**src/rtl/mult_div_unit_pkg.sv**
```systemverilog
// mult_div_unit_pkg: shared definitions for the EX-stage multiply/divide unit.
//   - mdu_op_e     : 3-bit operation codes presented on mult_div_unit.op
//   - mdu_state_e  : sequencing states of mult_div_unit
//   - MDU_MUL_CYCLES : default busy length of MULT/MULTU
//   - abs_if()     : magnitude of a 32-bit operand when the op is signed
package mult_div_unit_pkg;

   typedef enum logic [2:0] {
      MDU_NONE  = 3'd0,
      MDU_MULT  = 3'd1,
      MDU_MULTU = 3'd2,
      MDU_DIV   = 3'd3,
      MDU_DIVU  = 3'd4,
      MDU_MTHI  = 3'd5,
      MDU_MTLO  = 3'd6
   } mdu_op_e;

   typedef enum logic [1:0] {
      ST_IDLE = 2'd0,
      ST_MUL  = 2'd1,
      ST_DIV  = 2'd2,
      ST_FIX  = 2'd3
   } mdu_state_e;

   localparam int MDU_MUL_CYCLES = 5;

   // Two's-complement magnitude when sgn is set; 0x80000000 maps to itself,
   // which is the correct unsigned magnitude.
   function automatic logic [31:0] abs_if(input logic sgn, input logic [31:0] v);
      return (sgn && v[31]) ? (~v + 32'd1) : v;
   endfunction

endpackage

```
**src/rtl/mdu_divider.sv**
```systemverilog
// mdu_divider: iterative unsigned restoring divider, one quotient bit per cycle.
// Ports:
//   clk, reset          : clock, synchronous active-high reset
//   load                : latch dividend/divisor and restart (one-cycle pulse)
//   dividend, divisor   : unsigned operands, sampled only on load
//   quotient, remainder : results, final once done is high
//   done                : all STEPS iterations have been performed
module mdu_divider
   import mult_div_unit_pkg::*;
#(
   parameter int STEPS = 32
) (
   input  logic        clk,
   input  logic        reset,
   input  logic        load,
   input  logic [31:0] dividend,
   input  logic [31:0] divisor,
   output logic [31:0] quotient,
   output logic [31:0] remainder,
   output logic        done
);

   logic [31:0] quo_q, quo_d;
   logic [31:0] rem_q, rem_d;
   logic [31:0] dvs_q, dvs_d;
   logic [5:0]  cnt_q, cnt_d;
   logic [32:0] shifted;
   logic [32:0] diff;

   always_comb begin
      quo_d   = quo_q;
      rem_d   = rem_q;
      dvs_d   = dvs_q;
      cnt_d   = cnt_q;
      // The quotient register doubles as the dividend shift register: its MSB
      // feeds the partial remainder while quotient bits enter at the LSB.
      shifted = {rem_q, quo_q[31]};
      diff    = shifted - {1'b0, dvs_q};
      if (load) begin
         quo_d = dividend;
         rem_d = 32'd0;
         dvs_d = divisor;
         cnt_d = 6'(STEPS);
      end else if (cnt_q != 6'd0) begin
         cnt_d = cnt_q - 6'd1;
         if (!diff[32]) begin
            rem_d = diff[31:0];
            quo_d = {quo_q[30:0], 1'b1};
         end else begin
            rem_d = shifted[31:0];
            quo_d = {quo_q[30:0], 1'b0};
         end
      end
   end

   always_ff @(posedge clk) begin
      if (reset) begin
         quo_q <= 32'd0;
         rem_q <= 32'd0;
         dvs_q <= 32'd0;
         cnt_q <= 6'd0;
      end else begin
         quo_q <= quo_d;
         rem_q <= rem_d;
         dvs_q <= dvs_d;
         cnt_q <= cnt_d;
      end
   end

   assign quotient  = quo_q;
   assign remainder = rem_q;
   assign done      = (cnt_q == 6'd0);

endmodule

```
**src/rtl/mult_div_unit.sv**
```systemverilog
// mult_div_unit: multi-cycle multiply/divide unit owning the HI/LO registers.
// Ports:
//   clk, reset : clock, synchronous active-high reset
//   A, B       : forwarded rs/rt operands (dividend/multiplicand, divisor/multiplier)
//   op, start  : operation code, qualified by start; honoured only when idle
//   busy       : operation in flight, HI/LO not yet final
//   hi, lo     : architectural HI/LO registers
// Handshake: start is a one-cycle request that is accepted only on an edge
// where busy is low; a request seen while busy is dropped, not queued.
module mult_div_unit
   import mult_div_unit_pkg::*;
#(
   parameter int MUL_CYCLES = MDU_MUL_CYCLES,
   parameter int DIV_BITS   = 32
) (
   input  logic        clk,
   input  logic        reset,
   input  logic [31:0] A,
   input  logic [31:0] B,
   input  logic [2:0]  op,
   input  logic        start,
   output logic        busy,
   output logic [31:0] hi,
   output logic [31:0] lo
);

   mdu_state_e  state_q, state_d;
   logic [5:0]  counter_q, counter_d;
   logic [31:0] hi_q, hi_d;
   logic [31:0] lo_q, lo_d;
   logic [63:0] prod_q, prod_d;
   logic        qneg_q, qneg_d;
   logic        rneg_q, rneg_d;

   logic        sgn_op;
   logic [63:0] a_ext, b_ext, mul_full;
   logic        div_load;
   logic [31:0] div_quo, div_rem;
   logic        div_done;

   // Sign-extend only for signed ops; the low 64 bits of the 64x64 product are
   // then the correct signed or unsigned 32x32 product.
   assign sgn_op   = (op == MDU_MULT) || (op == MDU_DIV);
   assign a_ext    = {{32{sgn_op & A[31]}}, A};
   assign b_ext    = {{32{sgn_op & B[31]}}, B};
   assign mul_full = a_ext * b_ext;

   mdu_divider #(.STEPS(DIV_BITS)) u_divider (
      .clk       (clk),
      .reset     (reset),
      .load      (div_load),
      .dividend  (abs_if(sgn_op, A)),
      .divisor   (abs_if(sgn_op, B)),
      .quotient  (div_quo),
      .remainder (div_rem),
      .done      (div_done)
   );

   always_comb begin
      state_d   = state_q;
      counter_d = counter_q;
      hi_d      = hi_q;
      lo_d      = lo_q;
      prod_d    = prod_q;
      qneg_d    = qneg_q;
      rneg_d    = rneg_q;
      div_load  = 1'b0;
      case (state_q)
         ST_IDLE: begin
            if (start) begin
               case (op)
                  MDU_MULT, MDU_MULTU: begin
                     prod_d    = mul_full;
                     counter_d = 6'(MUL_CYCLES);
                     state_d   = ST_MUL;
                  end
                  MDU_DIV, MDU_DIVU: begin
                     // Divide by zero leaves HI/LO untouched and never goes busy.
                     if (B != 32'd0) begin
                        div_load  = 1'b1;
                        qneg_d    = sgn_op & (A[31] ^ B[31]);
                        rneg_d    = sgn_op & A[31];
                        counter_d = 6'(DIV_BITS);
                        state_d   = ST_DIV;
                     end
                  end
                  MDU_MTHI: hi_d = A;
                  MDU_MTLO: lo_d = A;
                  default: ;
               endcase
            end
         end
         ST_MUL: begin
            if (counter_q == 6'd1) begin
               {hi_d, lo_d} = prod_q;
               counter_d    = 6'd0;
               state_d      = ST_IDLE;
            end else begin
               counter_d = counter_q - 6'd1;
            end
         end
         ST_DIV: begin
            // The divider steps on the same edges, so its last step lands on
            // the edge that moves us to FIX.
            if (counter_q == 6'd1) begin
               counter_d = 6'd0;
               state_d   = ST_FIX;
            end else begin
               counter_d = counter_q - 6'd1;
            end
         end
         ST_FIX: begin
            if (div_done) begin
               lo_d = qneg_q ? (~div_quo + 32'd1) : div_quo;
               hi_d = rneg_q ? (~div_rem + 32'd1) : div_rem;
            end
            state_d = ST_IDLE;
         end
         default: state_d = ST_IDLE;
      endcase
   end

   always_ff @(posedge clk) begin
      if (reset) begin
         state_q   <= ST_IDLE;
         counter_q <= 6'd0;
         hi_q      <= 32'd0;
         lo_q      <= 32'd0;
         prod_q    <= 64'd0;
         qneg_q    <= 1'b0;
         rneg_q    <= 1'b0;
      end else begin
         state_q   <= state_d;
         counter_q <= counter_d;
         hi_q      <= hi_d;
         lo_q      <= lo_d;
         prod_q    <= prod_d;
         qneg_q    <= qneg_d;
         rneg_q    <= rneg_d;
      end
   end

   assign busy = (state_q != ST_IDLE);
   assign hi   = hi_q;
   assign lo   = lo_q;

endmodule

```
**config.mk**
```make
export PLATFORM = sky130hd
export DESIGN_NAME = mult_div_unit
export DESIGN_NICKNAME = d
export VERILOG_FILES = /design/src/rtl/mult_div_unit_pkg.sv /design/src/rtl/mdu_divider.sv /design/src/rtl/mult_div_unit.sv
export SDC_FILE = /design/constraint.sdc
export NUM_CORES = 2
export LEC_CHECK = 0
export CAP_MARGIN = 10
export CORE_ASPECT_RATIO = 0.9
export CORE_MARGIN = 2
export CORE_UTILIZATION = 68
export DETAILED_ROUTE_END_ITERATION = 10
export DONT_BUFFER_PORTS = 1
export GPL_TIMING_DRIVEN = 0
export PLACE_DENSITY = 0.84
export SLEW_MARGIN = 20
export SYNTH_ARGS = -nofsm -noshare
export SYNTH_HDL_FRONTEND = slang
export SYNTH_SLANG_ARGS = --single-unit
```
**constraint.sdc**
```tcl
create_clock -name clk -period 11.7 [get_ports clk]
set_input_delay 1.17 -clock clk [delete_from_list [all_inputs] [get_ports clk]]
set_output_delay 1.17 -clock clk [all_outputs]
set_load 0.05 [all_outputs]
```
# After elaboration in Yosys (flattened, before gate mapping)

Index checks and enable logic that the tools add are counted.

Muxes and demuxes: 35
Bitwise operators: 8
Reductions and logical operators: 21
$mul: 1
Add/subtract/negate cells: 7
Equal/unequal tests: 18

Operators by type and width:

| cell                  | number |
|---|---|
| $mux 32               | 15 |
| $pmux 32 s3           | 2 |
| $add 32x1->32 const B | 4 |
| $not 32->32           | 4 |
| $mul 33x33->64        | 1 |
| $sub 33x32->33        | 1 |
| $reduce_bool 32->1    | 1 |
| $mux 6                | 5 |
| $pmux 6 s2            | 2 |
| $reduce_and 5->1      | 3 |
| $sub 6x1->6 const B   | 2 |
| $eq 3x3->1 const B    | 3 |
| $mux 2                | 4 |
| $ne 2x2->1 const B    | 4 |
| $pmux 2 s4            | 1 |
| $reduce_and 4->1      | 2 |
| $reduce_or 2->1       | 4 |
| $eq 3x2->1 const B    | 2 |
| $eq 6x1->1 const B    | 1 |
| $logic_not 6->1       | 1 |
| $reduce_bool 2->1     | 3 |
| $reduce_bool 6->1     | 1 |
| $mux 1                | 5 |
| $eq 2x2->1 const B    | 2 |
| 13 further kinds      | 17 |

Bits in registers: 240
Logic and storage cells: 102
Bits of input ports: 70
Output and inout bits: 65

# Longest topological paths before layout

Depth after elaboration: 6
Gate-level depth with buffers: 34
Mapped depth without buffers: 29

# By module

A second synthesis with hierarchy kept.

Cell total of the unflattened synthesis: 6,196
Area total of the unflattened synthesis: 52,566.7 µm²

Modules (own cells, without submodules):

| module        | area an instance (µm²) | instances | sequential area each (µm²) | cells each |
|---|---|---|---|---|
| mult_div_unit | 46,275.6               | 1         | 2,762.6                    | 5,385 |
| mdu_divider   | 6,291.0                | 1         | 2,042.0                    | 811 |

# Least setup slack after synthesis

No wires, ideal clock.

Path kind: input port to flip-flop
Start: input op[0]
End: register prod_q[59]
Data required time: 11,580 ps
Buffers on the path: 4
Data arrival time: 9,178 ps
Library setup time: 120 ps
Slack: 2,402 ps
Stages on the path: 32
Path through: nor2b_1 clkbuf_1 and2_1 clkbuf_1 clkbuf_1 clkbuf_1 nand2_1 inv_1 fa_1 inv_1 fa_1 inv_1 fa_1 fa_1 inv_1 fa_1 inv_1 fa_1 inv_1 fa_1 fa_1 inv_1 ha_1 inv_1 o21ai_0 a41oi_1 a21oi_1 a31oi_1 nor2_1 o31ai_1 nor3_1 a211o_1

Word-level cells in the longest chain between the ends: 4
Elaborated cells on any way between the ends: 9
Classes of those cells: 1 x mul; 3 x eq/ne; 2 x bitwise; 3 x reduce/logical

RTL lines:

| item                                            | line                                     | source |
|---|---|---|
| start, declared                                 | mult_div_unit.sv:20                      | `input logic [2:0] op,` |
| $eq 3x1->1 / $eq 3x2->1 (equally long branches) | mult_div_unit.sv:43, mult_div_unit.sv:71 |  |
| $logic_or 1x1->1                                | mult_div_unit.sv:43                      | `assign sgn_op = (op == MDU_MULT) \|\| (op == MDU_DIV);` |
| $and 1x1->1 (on tied branches)                  | mult_div_unit.sv:44, mult_div_unit.sv:45 |  |
| $mul 33x33->64                                  | mult_div_unit.sv:46                      | `assign mul_full = a_ext * b_ext;` |
| end signal, assigned                            | mult_div_unit.sv:137                     | `prod_q <= prod_d;` |
| end, declared                                   | mult_div_unit.sv:31                      | `logic [63:0] prod_q, prod_d;` |

Parallel ways exist; a longest one is shown, timed or not.
A chain may end at the register's enable or synchronous reset.

# Final worst setup path

Start: input A[31]
End: register prod_q[58]

Word-level cells in the longest chain between the ends: 2

RTL lines:

| item             | line                | source |
|---|---|---|
| start, declared  | mult_div_unit.sv:18 | `input logic [31:0] A,` |
| $and 1x1->1      | mult_div_unit.sv:44 | `assign a_ext = {{32{sgn_op & A[31]}}, A};` |
| $mul 33x33->64 * | mult_div_unit.sv:46 |  |

Mark *: on every way between the ends. The rest lies on a longest branch, timed or not.

==> impl_metrics.py <==
metrics = {
    "outcome": {
        "status": "complete, no violations",
    },
    "sta": {
        "finalHoldViolations": 0,
        "timing.fmax_mhz": 87.0,
        "slew_headroom_pct": 11.1,
        "clock_skew_ns": 0.0161,
        "timing.setup.tns_ns": 0,
        "worstMarginPinSlew_ns": 1.33,
        "setup_viol": 0,
        "layout_min_cycle_time_ns": 11.49,
        "rsz0062_at_grt": "false",
        "period_share_pct": 98.2,
        "slew_violations": 0,
    },
    "grt": {
        "antenna_found_initial": 17,
        "grt_usage_pct": 52.4,
        "grt_pass1_wl_um": 294000,
        "grt_pass1_vias": 45630,
        "grt.overflow.total": 0,
        "grt_max_degree": 25,
    },
    "cts": {
        "clk_latency_ns": 0.54,
        "clk_pin_slew_ns": 0.07,
        "clock_sinks": 240,
        "clockBufferDepth": 3,
        "cts_buffers": 22,
        "cts_tree": "yes",
        "htreeDepth": 1,
        "cts_hold_buf": 0,
        "cts_root_buf": "clkbuf_16",
    },
    "final_layout": {
        "syn_to_final_growth_pct": 4.30,
        "fill_cells": 6066,
        "nNetsFinal": 7555,
        "stdcell_count": 7177,
        "multi_input_area_sq_mm": 0.0410,
        "drive_gt1_share_pct": 1.85,
        "regArea_sq_mm": 0.00480,
    },
    "critical_path": {
        "crit_required_ns": 12.07,
        "slowest_delay_ns": 0.93,
        "cp.buffers_inverters": 10,
        "reg2reg_slack_ns": 7.10,
        "cp.depth": 28,
        "cpMaxStageDelayCell": "fa_1",
        "cp_top_family": "adder cells",
        "end_kind": "flop",
        "r2r_end": "u_divider.remainder[2]$_SDFFE_PP0P_",
        "cp-start-kind": "input port",
        "worst-setup-path-type": "input port to flop",
        "crit_start": "A[31]",
        "critical_path.most_common_cell": "fa_1",
        "worstPathMaxFanout": 19,
        "arrival_ns": 11.86,
        "r2r-start": "u_divider.quotient[31]$_SDFFE_PP0P_",
        "ff2ff_path_depth": 14,
    },
    "detailed_routing": {
        "dr_total_vias": 45818,
        "avgViaCountPerCell": 6.38,
        "ant_nets": 0,
        "drtPass1Iterations": 10,
        "wl_per_cell_um": 28.2,
        "drt-initial-drc-count": 6148,
        "drcViolationCount": 0,
        "wl_um": 203000,
    },
    "run": {
        "maxCapViolCount": 0,
    },
    "logic_synthesis": {
        "synth_top_area_share_pct": 43.3,
        "yosys_warnings": 0,
        "async_flop_share_pct": 0,
        "ys_ff_latch": 240,
        "ys_top_cells_by_area": "fa_1 43%, dfxtp_1 9.2%, inv_1 9.1%",
        "ys.flop_type": "dfxtp_1",
        "synth.largest_area_cell": "fa_1",
        "synth.net_count": 7527,
        "synth.distinct_cells": 75,
        "syn_inst": 6075,
        "avgSynthCellArea_sq_um": 8.57,
        "yosysSeqAreaShare_pct": 9.23,
        "synth_area_sq_mm": 0.0520,
        "synth-edff-count": 0,
    },
    "floorplan": {
        "pin_count": 135,
        "core_sq_mm": 0.0760,
        "num_rows": 96,
        "dieWidth_um": 296,
        "initial_core_util_pct": 68.4,
        "die_area_sq_mm": 0.0788,
        "die_h_um": 266,
    },
    "place": {
        "dp_cells": 7107,
        "port_buffers": 0,
        "place_hpwl_um": 163000,
        "routabilityCongestion": 1.09,
    },
    "hold_path": {
        "whs_endpoint": "prod_q[55]$_SDFFE_PP0P_",
        "worstHoldPathCells": 2,
        "min_from": "prod_q[55]$_SDFFE_PP0P_",
        "hp-class": "flop to flop",
    },
}
Yosys cell counts, drive strengths merged, types with 5 or more instances:
master and n:
a21oi 165, dfxtp 240, a21o 45, or2 6, fa 1126, and3 31, a31oi 51, a41oi 7
nand2 1058, o21bai 12, nand3b 8, and2 266, ha 256, nor3 27, a211oi 93, o21ai 159
nor2 233, or3 26, nand2b 22, o41ai 15, nand3 36, o21a 15, xnor2 168, nor2b 14
mux2i 63, clkbuf 298, and4 7, nor4 10, a22oi 43, nor3b 8, nand4 17, a21boi 5
inv 1260, buf 99, o31ai 35, or4 16, o211ai 9, a311oi 11, xor2 50, a221oi 24
placed cells by master, fill, tap and decap left out, types with 50 or more instances in the layout:
master | synthesis | layout
buf_1 | 76 | 75
a31oi_1 | 51 | 51
fa_1 | 1126 | 1125
a211oi_1 | 92 | 92
mux2i_1 | 63 | 63
nor2_1 | 232 | 232
inv_1 | 1260 | 1260
xor2_1 | 50 | 50
a21oi_1 | 165 | 165
nand2_1 | 1057 | 1057
dfxtp_1 | 240 | 240
ha_1 | 256 | 256
and2_1 | 266 | 266
clkbuf_1 | 298 | 268
xnor2_1 | 168 | 167
o21ai_0 | 149 | 148
kinds of logic (layout without fill, tap and decap cells):
| kind of cell | count (synthesis) | in the layout | synth area share, % |
|---|---|---|---|
| flops | 240 | 240 | 9.23 |
| compound gates | 722 | 722 | 8.98 |
| buf+inv | 1658 | 1701 | 12.0 |
| xor+xnor | 218 | 218 | 3.67 |
| other cells | 0 | 30 | 0 |
| simple gates | 1792 | 1792 | 15.4 |
| mux | 63 | 63 | 1.21 |
| fa+ha+maj | 1382 | 1382 | 49.5 |
metal layers:
| metal | up-vias | routed length [um] | GRT usage [%] |
|---|---|---|---|
| met5 | - | 139 | 0.500 |
| met3 | 938 | 32900 | 21.9 |
| met2 | 3796 | 81200 | 71.4 |
| li1 | 18472 | - | - |
| met4 | 10 | 17500 | 36.3 |
| met1 | 22602 | 70900 | 67.5 |
worst max-delay path by stage:
stage                                         end
after detailed placement  prod_q[58]$_SDFFE_PP0P_
after CTS                 prod_q[58]$_SDFFE_PP0P_
after floorplan           prod_q[59]$_SDFFE_PP0P_
final                     prod_q[58]$_SDFFE_PP0P_
after global placement    prod_q[58]$_SDFFE_PP0P_
after global routing      prod_q[58]$_SDFFE_PP0P_
tightest hold or removal path, delay by kind of cell (launching register included):
kind	cells	cell delay, ns
flip-flops	1	0.32
AND/OR/NAND/NOR	1	0.05
AO/OA/AOI/OAI	1	0.05
stage by stage:
| step | instance area, sq um | worst slack [ns] | hold WS, ns | utilization [%] |
|---|---|---|---|---|
| floorplan | 52000 | 2.40 | 0.425 | - |
| global placement | 53300 | -1.01 | 0.442 | 70.1 |
| detailed placement | 53400 | -0.631 | 0.445 | 70.2 |
| CTS | 54200 | 0.307 | 0.454 | 71.2 |
| global route | 54200 | 0.0374 | 0.489 | 71.3 |
| finish | 54300 | 0.211 | 0.463 | 71.4 |
area by class of cell:
cell class                 count  area share, %
timing repair buffer           5          0.118
clock buffer                  31           1.19
multi-input combinational   4177           75.5
clock inverter                 8          0.182
antenna                       30          0.138
buffer                       396           2.90
inverter                    1261           8.72
sequential                   240           8.85
tap                         1029           2.37
registers in the layout, summed over array words and instances (netlist names):
register	flops
rneg_q	1
qneg_q	1
prod_q	64
u_divider.dvs_q	32
hi	32
counter_q	6
u_divider.remainder	32
u_divider.quotient	32
lo	32
state_q	2
u_divider.cnt_q	6
what timing repair did:
action,in CTS,in global routing
buffers inserted,0,0
resized for setup,1,5
cloned,0,0
endpoints found under the setup margin,1,5
Power is not shown: default switching activity piles up to over one toggle a cycle in this logic, so the estimate is an artifact.
